File: src/rtl/fft_frame_sequencer.sv
// ---------------------------------------------------------------------------
// fft_frame_sequencer
// Frame-level scheduler for the 64-point in-place FFT core. One frame is 256
// advance steps of the 8-bit step counter:
//   cnt   0.. 63  LOAD     input handshake, advances on i_in_valid
//   cnt  64..223  COMPUTE  free-running butterfly stages 0..4
//   cnt 224..255  DRAIN    final stage plus output, advances on i_out_ready
// It also derives the current stage and the twiddle ROM exponent for the
// butterfly from the counter.
//
// Ports
//   i_clk          system clock, rising edge
//   i_nrst         synchronous active-low reset
//   i_start        level, begins a frame from IDLE (and at end of frame)
//   i_in_valid     upstream sample present
//   o_in_ready     sample accepted (LOAD only)
//   i_out_ready    downstream accepts an output sample
//   o_out_valid    output sample present (DRAIN only)
//   o_cnt          frame step counter to the control block / memories
//   o_valid        advance strobe, o_cnt steps on the edge where it is 1
//   o_stage        FFT stage 0..5 (0 outside COMPUTE/DRAIN)
//   o_tw_addr      twiddle ROM index (exponent of W64)
//   o_busy         sequencer not idle
//   o_frame_done   one-cycle pulse after the last drain step
//   o_frame_cnt    completed frames, wraps
//   i_clr_ovf      clear the overflow flag
//   o_ovf          sticky: i_in_valid seen while o_in_ready=0
// ---------------------------------------------------------------------------
module fft_frame_sequencer #(
  parameter bit AUTO_RESTART = 1'b1,
  parameter int FRAME_CNT_W  = 8
) (
  input  logic                   i_clk,
  input  logic                   i_nrst,
  input  logic                   i_start,
  input  logic                   i_in_valid,
  output logic                   o_in_ready,
  input  logic                   i_out_ready,
  output logic                   o_out_valid,
  output logic [7:0]             o_cnt,
  output logic                   o_valid,
  output logic [2:0]             o_stage,
  output logic [4:0]             o_tw_addr,
  output logic                   o_busy,
  output logic                   o_frame_done,
  output logic [FRAME_CNT_W-1:0] o_frame_cnt,
  input  logic                   i_clr_ovf,
  output logic                   o_ovf
);

  localparam logic [1:0] S_IDLE  = 2'd0;
  localparam logic [1:0] S_LOAD  = 2'd1;
  localparam logic [1:0] S_COMP  = 2'd2;
  localparam logic [1:0] S_DRAIN = 2'd3;

  localparam logic [FRAME_CNT_W-1:0] FRAME_ONE = {{(FRAME_CNT_W-1){1'b0}}, 1'b1};

  logic [1:0]             r_state, w_state_nxt;
  logic [7:0]             r_cnt, w_cnt_nxt;
  logic                   r_frame_done;
  logic [FRAME_CNT_W-1:0] r_frame_cnt;
  logic                   r_ovf;

  logic                   w_adv;
  logic                   w_frame_end;
  logic                   w_in_fft;
  logic [7:0]             w_ofs;
  logic [4:0]             w_tw;

  // Handshake and advance strobe, purely from state and the handshake inputs.
  always_comb begin
    o_in_ready  = (r_state == S_LOAD);
    o_out_valid = (r_state == S_DRAIN);
    o_busy      = (r_state != S_IDLE);
    case (r_state)
      S_LOAD:  w_adv = i_in_valid;
      S_COMP:  w_adv = 1'b1;
      S_DRAIN: w_adv = i_out_ready;
      default: w_adv = 1'b0;
    endcase
  end

  assign w_frame_end = (r_state == S_DRAIN) && w_adv && (r_cnt == 8'd255);

  always_comb begin
    w_state_nxt = r_state;
    w_cnt_nxt   = r_cnt;
    case (r_state)
      S_IDLE: begin
        if (i_start) begin
          w_state_nxt = S_LOAD;
          w_cnt_nxt   = 8'd0;
        end
      end
      S_LOAD: begin
        if (w_adv) begin
          w_cnt_nxt = r_cnt + 8'd1;
          if (r_cnt == 8'd63) w_state_nxt = S_COMP;
        end
      end
      S_COMP: begin
        w_cnt_nxt = r_cnt + 8'd1;
        if (r_cnt == 8'd223) w_state_nxt = S_DRAIN;
      end
      default: begin
        // DRAIN: 255 -> 0 wrap comes from the 8-bit add
        if (w_adv) begin
          w_cnt_nxt = r_cnt + 8'd1;
          if (r_cnt == 8'd255)
            w_state_nxt = (AUTO_RESTART || i_start) ? S_LOAD : S_IDLE;
        end
      end
    endcase
  end

  always_ff @(posedge i_clk) begin
    if (!i_nrst) begin
      r_state      <= S_IDLE;
      r_cnt        <= 8'd0;
      r_frame_done <= 1'b0;
      r_frame_cnt  <= '0;
      r_ovf        <= 1'b0;
    end else begin
      r_state      <= w_state_nxt;
      r_cnt        <= w_cnt_nxt;
      r_frame_done <= w_frame_end;
      if (w_frame_end) r_frame_cnt <= r_frame_cnt + FRAME_ONE;
      // set has priority over a simultaneous clear
      r_ovf        <= (i_in_valid && !o_in_ready) || (r_ovf && !i_clr_ovf);
    end
  end

  // Stage/twiddle: offset into the compute region; 32 steps per stage, the
  // twiddle exponent for butterfly j in stage s is (j << s) mod 32, so the
  // final stage (s=5) always lands on W^0.
  assign w_in_fft  = (r_state == S_COMP) || (r_state == S_DRAIN);
  assign w_ofs     = r_cnt - 8'd64;
  assign w_tw      = w_ofs[4:0] << w_ofs[7:5];

  assign o_stage      = w_in_fft ? w_ofs[7:5] : 3'd0;
  assign o_tw_addr    = w_in_fft ? w_tw : 5'd0;
  assign o_cnt        = r_cnt;
  assign o_valid      = w_adv;
  assign o_frame_done = r_frame_done;
  assign o_frame_cnt  = r_frame_cnt;
  assign o_ovf        = r_ovf;

endmodule

File: config.mk
export PLATFORM = sky130hd
export DESIGN_NAME = fft_frame_sequencer
export DESIGN_NICKNAME = d
export VERILOG_FILES = /design/src/rtl/fft_frame_sequencer.sv
export SDC_FILE = /design/constraint.sdc
export NUM_CORES = 1
export LEC_CHECK = 0
export BUFFER_PORTS_ARGS = -buffer_cell sky130_fd_sc_hd__buf_2
export CAP_MARGIN = 15
export CORE_AREA = 5 5 58 60
export DETAILED_ROUTE_END_ITERATION = 12
export DIE_AREA = 0 0 63 65
export PLACE_DENSITY = 0.69
export SETUP_SLACK_MARGIN = 0.05
export SYNTH_ARGS = -nofsm -noshare
export SYNTH_HDL_FRONTEND = slang
export SYNTH_SLANG_ARGS = --single-unit
export TNS_END_PERCENT = 20
File: constraint.sdc
create_clock -name i_clk -period 5.1 [get_ports i_clk]
set_input_delay 0.51 -clock i_clk [delete_from_list [all_inputs] [get_ports i_clk]]
set_output_delay 0.51 -clock i_clk [all_outputs]
set_load 0.005 [all_outputs]
# Word level (Yosys, flattened, before mapping)

Cells that the tools add are included.

Register bits: 20
Input port bits: 6
Output and inout port bits: 30
Word-level logic and storage cells: 46

Add/sub/neg operators: 3
Equal/unequal tests: 10
Shifts and indexed selects: 1
Muxes and demuxes: 13
Reduce and logical (&&, ||, !) cells: 14

Operators with widths:

| cell                                                                | number |
|---|---|
| 8-bit by 1-bit adder with 8-bit output (second input constant)      | 2 |
| 8-bit == test (second input constant)                               | 2 |
| 8-bit 2-to-1 mux                                                    | 2 |
| 8-bit one-hot mux with 2 select lines                               | 1 |
| 2-bit 2-to-1 mux                                                    | 6 |
| 8-bit by 6-bit == test with 1-bit output (second input constant)    | 1 |
| 8-bit by 7-bit subtractor with 8-bit output (second input constant) | 1 |
| 2-bit one-hot mux with 3 select lines                               | 1 |
| 6-bit AND reduction                                                 | 1 |
| 5-bit 2-to-1 mux                                                    | 1 |
| 5-bit by 3-bit left shift with 5-bit output                         | 1 |
| 2-bit == test (second input constant)                               | 2 |
| 1-bit logical AND                                                   | 4 |
| 2-bit by 1-bit != test with 1-bit output (second input constant)    | 2 |
| 2-bit != test (second input constant)                               | 2 |
| 4-bit nonzero test                                                  | 1 |
| 3-bit 2-to-1 mux                                                    | 1 |
| 1-bit one-hot mux with 3 select lines                               | 1 |
| 3-bit nonzero test                                                  | 1 |
| 2-bit by 1-bit == test with 1-bit output (second input constant)    | 1 |
| 1-bit logical NOT                                                   | 2 |
| 2-bit logical NOT                                                   | 1 |
| 1-bit logical OR                                                    | 2 |
| 2-bit AND reduction                                                 | 1 |
| 2-bit nonzero test                                                  | 1 |

# Logic depth before layout (Yosys ltp)

Gate-level depths: netlist of run 1.

Depth after elaboration: 4
Mapped depth: 9
Depth with buffers taken out: 8

# Least setup slack after synthesis of run 1

Ideal clock, no wire load.

Kind: reg2out
From: register r_cnt[6], in the netlist o_cnt[6]
To: output port o_tw_addr[0]
Data arrival time: 1,663 ps
Required time: 4,590 ps
Slack: 2,927 ps
Cell stages (with the launch flop): 7
Path buffers: 1
Cell sequence: dfxtp_1 -> clkbuf_1 -> inv_1 -> ha_1 -> o21ai_0 -> or2_2 -> nor3b_1

Word-level cells in the longest chain between the ends: 3

Ends and longest elaborated chain:

| what                                        | line | source |
|---|---|---|
| start, declared                             | 59   | `logic [7:0] r_cnt, w_cnt_nxt;` |
| start signal, assigned                      | 125  | `r_cnt <= w_cnt_nxt;` |
| 8-bit by 7-bit subtractor with 8-bit output | 137  | `assign w_ofs = r_cnt - 8'd64;` |
| 5-bit by 3-bit left shift with 5-bit output | 138  | `assign w_tw = w_ofs[4:0] << w_ofs[7:5];` |
| 5-bit 2-to-1 mux                            | 141  | `assign o_tw_addr = w_in_fft ? w_tw : 5'd0;` |
| end, declared                               | 43   | `output logic [4:0] o_tw_addr,` |

Every way passes these cells.

# Worst setup path after layout of run 1

Ends and elaborated chain as after synthesis.

==> results of run 1 <==
==> logic make-up (layout without fill, tap and decap cells) <==
family | after synthesis | after routing
fa+ha+maj | 8 | 8
flops | 20 | 20
simple gates | 65 | 65
compound gates | 22 | 22
buf+inv | 14 | 47
xor+xnor | 9 | 9
mux | 6 | 6
==> path summary, 6_finish.rpt <==
path	startpoint	depth (start not counted)	end	slack [ns]
max	o_cnt[6]$_SDFFE_PN0P_	6	o_tw_addr[0]	2.48
min	i_clr_ovf	3	o_ovf$_SDFF_PN0_	0.45
max reg2reg	o_cnt[0]$_SDFFE_PN0P_	6	r_state[1]$_SDFFE_PN0P_	2.98
min reg2reg	o_ovf$_SDFF_PN0_	2	o_ovf$_SDFF_PN0_	0.47
==> flip-flops by register name, summed over array words and instances, names as in the netlist <==
| name | cells |
|---|---|
| o_frame_cnt | 8 |
| o_ovf | 1 |
| r_state | 2 |
| o_cnt | 8 |
| o_frame_done | 1 |
==> area by class of cell <==
class                   instances  area share, %
clock inverters                 1           2.09
well taps                      33           2.87
clock buffers                   3           1.57
multi-input cells             110           51.3
inverters                       8           2.09
repair buffers                 35           12.2
flip-flops and latches         20           27.9
==> worst register-to-register path: stages (launching register included) <==
cell and delay (ns):
dfxtp_1 0.56, ha_1 0.32, and3_1 0.20, nand2_1 0.06, a222oi_1 0.41, a21boi_1 0.27
mux2i_1 0.23
==> routing by layer <==
layer  GRT usage [%]  vias to the layer above  wire length [um]
met5               0                        -                 0
met2            24.2                       28              1360
met4            4.77                        0                36
met1            19.5                      522              1360
li1                -                      573                 -
met3            1.91                        6               121
==> power by group <==
| part | total, mW | switching [mW] | internal [mW] | leakage (nW) |
|---|---|---|---|---|
| registers | 0.176 | 0.0112 | 0.165 | 0.162 |
| logic | 0.126 | 0.0729 | 0.0536 | 0.475 |
| clock network | 0.130 | 0.0505 | 0.0794 | 0.0279 |
| total | 0.433 | 0.135 | 0.298 | 0.664 |
==> cell usage after synthesis, drive strengths merged, types with 2 or more instances <==
| master | count | area share [%] |
|---|---|---|
| nand2b | 4 | 2.1 |
| nor2 | 20 | 6.3 |
| buf | 4 | 1.9 |
| mux2i | 4 | 3.3 |
| xnor2 | 4 | 2.9 |
| nand4 | 5 | 2.6 |
| mux4 | 2 | 4.4 |
| clkbuf | 2 | 0.63 |
| o2111ai | 2 | 1.5 |
| ha | 8 | 8.4 |
| and2 | 3 | 1.6 |
| or3 | 2 | 1.0 |
| nand3 | 6 | 2.5 |
| o21ai | 4 | 1.7 |
| a21oi | 9 | 3.8 |
| nand2 | 13 | 4.1 |
| dfxtp | 20 | 33 |
| inv | 7 | 2.2 |
| xor2 | 5 | 3.7 |
| and3 | 7 | 4.1 |
==> stage by stage <==
| step | hold WS (ns) | setup slack, ns | area, um2 | util [%] | instances |
|---|---|---|---|---|---|
| final | 0.445 | 2.48 | 1440 | 50.0 | 210 |
| after global routing | 0.429 | 2.35 | 1440 | 50.0 | 210 |
| after CTS | 0.432 | 2.48 | 1440 | 50.0 | 210 |
| after detailed placement | 0.464 | 2.84 | 1390 | 48.1 | 206 |
| after global placement | 0.459 | 2.93 | 1390 | 48.1 | 206 |
| after floorplan | 0.461 | 2.93 | 1200 | - | 144 |
==> cell usage in the layout (no fill, tap or decap), types with 2 or more instances in the layout <==
cell type / instances
buf_2: 35
nor2_1: 20
dfxtp_1: 20
nand2_1: 13
a21oi_1: 9
ha_1: 8
inv_1: 6
and3_1: 6
nand3_1: 6
xor2_1: 5
nand4_1: 5
o21ai_0: 4
mux2i_1: 4
xnor2_1: 4
nand2b_1: 4
and2_1: 3
clkbuf_4: 3
mux4_1: 2
o2111ai_1: 2
or3_1: 2
==> out/qor.yml, run 1 <==
route:
  ant_nets: 0
  drt_iter0_drc: 61
  drt-vias-per-instance: 5.38
  wl_mm: 2.88
  wl_per_cell_um: 13.7
  drc: 0
  vias: 1129
  first_pass_iters: 5
yosys:
  syn-num-nets: 158
  synthXorXnorAreaFrac_pct: 6.58
  synthDistinctLibCells: 36
  synth_simple_gate_area_share_pct: 27.0
  avgSynthCellArea_um2: 8.32
  synth_edf_count: 0
  yosys_most_used_dff: "dfxtp_1"
  synth_seq_cells: 20
  seq_area_frac_synth_pct: 33.4
  syn_area_um2: 1200
  yosysWarnings: 0
  synthMuxAreaShare_pct: 7.72
  async_flop_share_pct: 0
  synth_compound_area_share_pct: 11.9
  synth_top_family_by_area: "simple AND/OR/NAND/NOR gates"
  synth_fa_ha_area_share_pct: 8.35
  synthCells: 144
sta:
  period_needed_ns: 2.62
  final_hold_viol_count: 0
  fin_setup_tns_ns: 0
  max_freq_mhz: 382
  post-route-period-util_pct: 51.3
  finalSetupViolations: 0
  drv_slew: 0
  slew_headroom_pct: 69.8
  skew_ns: 0.00117
  tightestPinTransition_ns: 0.453
  rsz0062_at_grt: "no"
power:
  power_per_cell_area_nw_per_um2: 301
  p_leak_nw: 0.664
  power.total_uw: 433
  peakVddDrop_mv: 0.174
clocking:
  clock_sinks: 20
  clk_path_buf_depth: 2
  cts_max_level: 1
  post_cts_resized: 0
  clk_pin_slew_ns: 0.12
  numCtsBuffers: 3
  cts_root_buf: "clkbuf_4"
  holdBufCountCts: 0
  clk_latency_ns: 0.30
  cts_tree: "built"
  postCtsSetupBuffers: 0
die:
  dieArea_um2: 4100
  core_area_um2: 2880
  num_rows: 20
  initial_core_util_pct: 41.7
  die_y_um: 65
  die_w_um: 63
  num_io_pins: 36
job:
  maxCapViolations: 0
global_route:
  gr-total-overflow: 0
  grt_pass1_wl_mm: 4.95
  grt_max_degree: 17
  grtUsageTotal_pct: 14.6
  grt_pass1_vias: 1051
  antenna_found_initial: 0
critical_path:
  critical-path-top-delay-family: "flip-flops"
  cp_data_arrival_time_ns: 2.11
  cp-start-kind: "register"
  end_kind: "output pin"
  worstPathCellList: "inv_1, ha_1, o21ai_0, or2_2, nor3b_1, buf_2"
  required_ns: 4.59
  slowest_stage: "dfxtp_1"
  crit_buf_inv: 2
  cp_max_fo: 9
  crit_type: "register to output pin"
  critPathMaxStageDelay_ns: 0.52
hold_path:
  hp-class: "input port to register"
cells_and_area:
  syn_to_final_growth_pct: 19.9
  fin_nets: 192
  diodes: 0
  multi_input_area_um2: 738
  fillerInstances: 305
  drive_gt1_share_pct: 23.7
  ff_latch_area_um2: 400
placed_design:
  io_buffers: 35
  place_congestion: 0.808
  hpwlAfterDp_mm: 2.20
run_status:
  status: "complete, no violations"
No activity file was read; power rests on OpenSTA's default activity.
==> run 2: changes to the inputs <==
Settings changed: PLACE_DENSITY 0.69 to 0.72.
Clock period 5.1 ns to 2.4 ns, I/O delays scaled along.
==> run 2 against run 1 <==
Hold slack worse by 0.26 ns. Count of clock-buffer cells in the layout is 1 higher. Via count is 0.62% higher. Final cell count stayed put. Non-clock buffer count stayed put. Critical path depth stayed put. First-iteration DRC count is 39% lower. Worst setup slack worse by 2.3 ns. Sequential power is 110% higher.
==> out/qor.yml, run 2 (same netlist as run 1, synthesis figures left out) <==
route:
  ant_nets: 0  # unchanged
  drt_iter0_drc: 37  # -39%
  drt-vias-per-instance: 5.41  # +0.62%
  wl_mm: 2.88  # about the same
  vias: 1136  # +0.62%
  first_pass_iters: 4  # -1
  drc: 0  # unchanged
  wl_per_cell_um: 13.7  # about the same
critical_path:
  required_ns: 2.16  # -2.43 ns
  slowest_stage: "dfxtp_4"
  worstPathCellList: "inv_1, ha_1, o21ai_0, or2_2, nor3b_1, buf_2"
  crit_start: "o_cnt[6]$_SDFFE_PN0P_"
  crit_type: "register to output pin"
  end_kind: "output pin"
  cp_max_fo: 9  # unchanged
  critical-path-top-delay-family: "simple AND/OR/NAND/NOR gates"
  regToRegStartpoint: "r_state[1]$_SDFFE_PN0P_"
  cp-start-kind: "register"
  critPathMaxStageDelay_ns: 0.42  # -0.10 ns
  crit_buf_inv: 2  # unchanged
  cp_data_arrival_time_ns: 1.95  # -0.16 ns
die:
  core_area_um2: 2880  # unchanged
  dieArea_um2: 4100  # unchanged
  initial_core_util_pct: 41.7  # unchanged
  die_w_um: 63  # unchanged
  num_rows: 20  # unchanged
  num_io_pins: 36  # unchanged
  die_y_um: 65  # unchanged
power:
  p_leak_nw: 0.658  # -0.92%
  peakVddDrop_mv: 0.297  # +71%
  power_per_cell_area_nw_per_um2: 591  # +96%
cells_and_area:
  final_cell_mix: "35 x buf_2, 20 x nor2_1, 19 x dfxtp_1, 13 x nand2_1, 9 x a21oi_1"
  fillerInstances: 285  # -6.6%
  final_common_cell: "buf_2"
  syn_to_final_growth_pct: 18.9
  diodes: 0  # unchanged
  post-route-util_pct: 49.5  # -0.43 points
  drive_gt1_share_pct: 24.3  # +0.56 points
  fin_nets: 192  # unchanged
placed_design:
  place_congestion: 0.922  # +14%
  io_buffers: 35  # unchanged
  hpwlAfterDp_mm: 2.22  # +0.81%
sta:
  tightestPinTransition_ns: 0.441  # -0.0120 ns
  drv_slew: 0  # unchanged
  max_freq_mhz: 458
  finalSetupViolations: 0  # unchanged
  final_hold_viol_count: 0  # unchanged
  rsz0062_at_grt: "no"
  period_needed_ns: 2.19
  skew_ns: 0.00107  # -0.0000959 ns
  fin_setup_tns_ns: 0  # unchanged
  slew_headroom_pct: 70.6  # +0.80 points
  post-route-period-util_pct: 91.0
job:
  maxCapViolations: 0  # unchanged
clocking:
  cts_max_level: 1  # unchanged
  clk_latency_ns: 0.30  # about the same
  clk_pin_slew_ns: 0.11  # about the same
  clk_path_buf_depth: 2  # unchanged
  numCtsBuffers: 3  # unchanged
  cts_tree: "built"
  clock_sinks: 20  # unchanged
  cts_root_buf: "clkbuf_4"
global_route:
  grt_max_degree: 17  # unchanged
  grt_pass1_wl_mm: 4.86  # -1.8%
  grtUsageTotal_pct: 14.5  # -0.14 points
  antenna_found_initial: 0  # unchanged
  grt_pass1_vias: 1064  # +1.2%
  gr-total-overflow: 0  # unchanged
hold_path:
  hp-class: "input port to register"
  min_from: "i_clr_ovf"
run_status:
  status: "complete, no violations"
[run 2: worst reg2reg max path, cell delays in order, from the launching register on]
cell	delay (ns)
dfxtp_1	0.36
inv_1	0.13
ha_1	0.26
a21oi_1	0.09
a21o_1	0.22
inv_2	0.22
o2111ai_1	0.23
or3_1	0.40
a21oi_1	0.14
[run 2: path summary, 6_finish.rpt]
path | to | depth (start not counted) | slack, ns
max | o_tw_addr[0] | 6 | 0.21
min | o_ovf$_SDFF_PN0_ | 3 | 0.18
max reg2reg | o_cnt[7]$_SDFFE_PN0P_ | 8 | 0.29
min reg2reg | o_ovf$_SDFF_PN0_ | 2 | 0.48
[run 2: layout make-up]
class / instances / area, um2 / share of cell area, %
inverters: 8 / 30.0 / 2.11
multi-input cells: 110 / 738 / 51.8
well taps: 33 / 41.3 / 2.90
flip-flops and latches: 20 / 404 / 28.4
clock buffers: 4 / 36.3 / 2.55
repair buffers: 35 / 175 / 12.3
[run 2: layer usage]
metal	share of wire, %	global-route usage [%]
met1	46	18.9
met2	47	23.6
met3	5.0	2.08
met4	1.6	6.10
met5	0	0
[run 2: timing repair]
action / CTS / global route
buffers inserted: 0 / 0
gates resized for setup: 1 / 1
hold buffers: 0 / 0
hold endpoints to repair: 0 / 0
endpoints found under the setup margin: 1 / 1
[run 2: power breakdown]
group / internal, mW / total [mW] / leakage, nW / switching (mW)
sequential: 0.350 / 0.374 / 0.162 / 0.0237
clock: 0.0926 / 0.199 / 0.0210 / 0.106
combinational: 0.114 / 0.270 / 0.475 / 0.156
total: 0.557 / 0.842 / 0.658 / 0.286
[run 2: through the flow]
| stage | cells | hold WS [ns] | setup WS (ns) | cell area (um2) | total power [mW] |
|---|---|---|---|---|---|
| after floorplan | 144 | 0.393 | 0.497 | 1200 | 0.568 |
| after global placement | 206 | 0.460 | 0.356 | 1390 | 0.641 |
| after detailed placement | 206 | 0.468 | 0.333 | 1390 | 0.649 |
| after CTS | 210 | 0.182 | 0.155 | 1420 | 0.850 |
| after global routing | 210 | 0.211 | 0.0697 | 1430 | 0.892 |
| final | 210 | 0.185 | 0.215 | 1430 | 0.842 |
==> run 3: changes to the inputs <==
Settings changed: PLACE_DENSITY 0.72 to 0.69.
Clock period 2.4 ns to 2.2 ns, I/O delays scaled along.
==> run 3 against run 2 <==
Die area is the same. Final cell count is 0.95% higher. Via count fell by 0.26%. Combinational power is 24% higher. Non-clock buffer count rose by 2. Clock power increased by 52%. Hold slack got worse by 0.028 ns. First-iteration DRC count increased by 30%. Sequential power increased by 9.4%. Wire length grew 2.0%. Critical path depth is the same. Register-to-register slack got worse by 0.24 ns. Largest cell class unchanged.
==> out/qor.yml, run 3 (same netlist as run 1, synthesis figures left out) <==
run_status:
  status: "complete, no violations"
critical_path:
  required_ns: 2.42  # +0.26 ns
  worstPathCellList: "inv_1, ha_1, a21o_1, a222oi_1, a21boi_2, mux2i_1"
  r2r-end: "r_state[1]$_SDFFE_PN0P_"
  end_kind: "register"
  cp_max_fo: 5  # -4
  cp-start-kind: "register"
  slowest_stage: "a222oi_1"
  crit_type: "register to register"
  rr_worst_depth: 6  # -2
  critPathMaxStageDelay_ns: 0.50  # +0.08 ns
  regToRegStartpoint: "r_state[1]$_SDFFE_PN0P_"
  cp_data_arrival_time_ns: 2.37  # +0.42 ns
  r2r_setup_slack_ns: 0.05  # -0.24 ns
route:
  dr_wl_met3_um: 115  # -21%
  met2_length_mm: 1.38  # +1.5%
  ant_nets: 0  # unchanged
  drt-vias-per-instance: 5.34  # -1.2%
  drt_iter0_drc: 48  # +30%
  wl_per_cell_um: 13.9  # +1.1%
  vias: 1133  # -0.26%
  first_pass_iters: 5  # +1
  highest_layer: "met4"
  wl_mm: 2.94  # +2.0%
  drc: 0  # unchanged
  m1WireLength_mm: 1.38  # +3.9%
sta:
  drv_slew: 0  # unchanged
  post-route-period-util_pct: 97.7
  max_freq_mhz: 465
  period_needed_ns: 2.15
  slew_headroom_pct: 69.0  # -1.6 points
  finalSetupViolations: 0  # unchanged
  rsz0062_at_grt: "yes"
  final_hold_viol_count: 0  # unchanged
  skew_ns: 0.00942  # +0.00835 ns
  tightestPinTransition_ns: 0.466  # +0.0242 ns
power:
  power_per_cell_area_nw_per_um2: 702  # +19%
  intPower_uw: 715  # +28%
  combinationalPowerShare_pct: 32.1  # about the same
  power_switching_uw: 333  # +17%
  peakVddDrop_mv: 0.397  # +34%
  p_sw_share_pct: 31.8  # -2.1 points
  power_frac_clock_pct: 28.8  # +5.2 points
  power.total_mw: 1.05  # +24%
  p_leak_nw: 0.678  # +3.0%
  p_seq_share_pct: 39.1  # -5.3 points
cells_and_area:
  ff_latch_area_um2: 405  # +0.31%
  drive_gt1_share_pct: 29.1  # +4.8 points
  final_cell_mix: "35 x buf_2, 20 x nor2_1, 16 x dfxtp_1, 13 x nand2_1, 9 x a21oi_1"
  final_common_cell: "buf_2"
  fillerInstances: 262  # -8.1%
  syn_to_final_growth_pct: 24.4
  diodes: 0  # unchanged
  fin_nets: 194  # +1.0%
  multi_input_area_um2: 769  # +4.2%
  final_cells: 212  # +0.95%
hold_path:
  min_path_cells: 3  # unchanged
  whs_endpoint: "o_ovf$_SDFF_PN0_"
  min_from: "i_clr_ovf"
  hp-class: "input port to register"
global_route:
  antenna_found_initial: 0  # unchanged
  grt_pass1_wl_mm: 5.17  # +6.3%
  grtUsageTotal_pct: 15.2  # +0.74 points
  gr-total-overflow: 0  # unchanged
  grt_pass1_vias: 1078  # +1.3%
  grt_max_degree: 17  # unchanged
die:
  dieArea_um2: 4100  # unchanged
  die_y_um: 65  # unchanged
  initial_core_util_pct: 41.7  # unchanged
  die_w_um: 63  # unchanged
  num_rows: 20  # unchanged
  core_area_um2: 2880  # unchanged
  num_io_pins: 36  # unchanged
clocking:
  clk_latency_ns: 0.31  # about the same
  clk_pin_slew_ns: 0.12  # about the same
  cts_root_buf: "clkbuf_4"
  numCtsBuffers: 3  # unchanged
  cts_max_level: 1  # unchanged
  clock_sinks: 20  # unchanged
  clk_path_buf_depth: 2  # unchanged
  cts_tree: "built"
  postCtsSetupBuffers: 0  # unchanged
placed_design:
  io_buffers: 35  # unchanged
  dp.cells: 208  # +0.97%
  place_congestion: 0.813  # -12%
  hpwlAfterDp_mm: 2.23  # +0.70%
job:
  maxCapViolations: 0  # unchanged
[run 3: critical path, delay by kind of cell, from the launching register on]
family / cells / cell delay (ns)
AO/OA/AOI/OAI: 3 / 1.01
flip-flops: 1 / 0.41
adder cells (fa/ha/maj): 1 / 0.27
multiplexers: 1 / 0.25
buffers and inverters: 1 / 0.13
[run 3: worst max path at each step]
stage,endpoint,slack (ns),depth (start not counted),startpoint
after global routing,r_state[1]$_SDFFE_PN0P_,-0.008,6,r_state[1]$_SDFFE_PN0P_
final,r_state[1]$_SDFFE_PN0P_,0.05,6,r_state[1]$_SDFFE_PN0P_
after global placement,o_cnt[7]$_SDFFE_PN0P_,0.28,8,r_state[1]$_SDFFE_PN0P_
after CTS,r_state[1]$_SDFFE_PN0P_,0.08,7,r_state[1]$_SDFFE_PN0P_
after detailed placement,r_state[1]$_SDFFE_PN0P_,0.11,7,r_state[1]$_SDFFE_PN0P_
after floorplan,o_tw_addr[0],0.32,6,o_cnt[6]$_SDFFE_PN0P_
[run 3: through the flow]
step / worst slack [ns] / hold WS (ns) / util, % / cell area [um2] / TNS [ns]
final: 0.0506 / 0.157 / 51.8 / 1490 / 0
after global routing: -0.00822 / 0.151 / 51.8 / 1490 / -0.00822
after CTS: 0.0807 / 0.146 / 50.5 / 1450 / 0
after detailed placement: 0.105 / 0.473 / 48.7 / 1400 / 0
after global placement: 0.279 / 0.461 / 48.7 / 1400 / 0
after floorplan: 0.317 / 0.373 / - / 1200 / 0
[run 3: area by class of cell]
class                      count  area share (%)
clock buffer                   3            1.51
sequential                    20            27.2
tap                           33            2.77
multi-input combinational    110            51.6
inverter                       8            2.18
clock inverter                 1            2.01
timing repair buffer          37            12.8
[run 3: power by group through the flow]
| stage | clock (mW) | combinational [mW] | sequential (mW) |
|---|---|---|---|
| global route | 0.319 | 0.372 | 0.413 |
| CTS | 0.313 | 0.315 | 0.403 |
| floorplan | 0 | 0.212 | 0.407 |
| global placement | 0 | 0.295 | 0.408 |
| finish | 0.302 | 0.336 | 0.409 |
| detailed placement | 0 | 0.313 | 0.411 |
[run 3: routing by layer]
metal  track usage (%)  vias up
li1                  -      572
met1              20.6      528
met2              24.7       27
met3              2.25        6
met4              4.77        0
met5                 0        -
[run 3: timing repair]
item	4_1_cts	5_1_grt
endpoints found under the setup margin	0	6
gates resized for setup	0	10
hold buffers	0	0
endpoints found under the hold margin	0	0
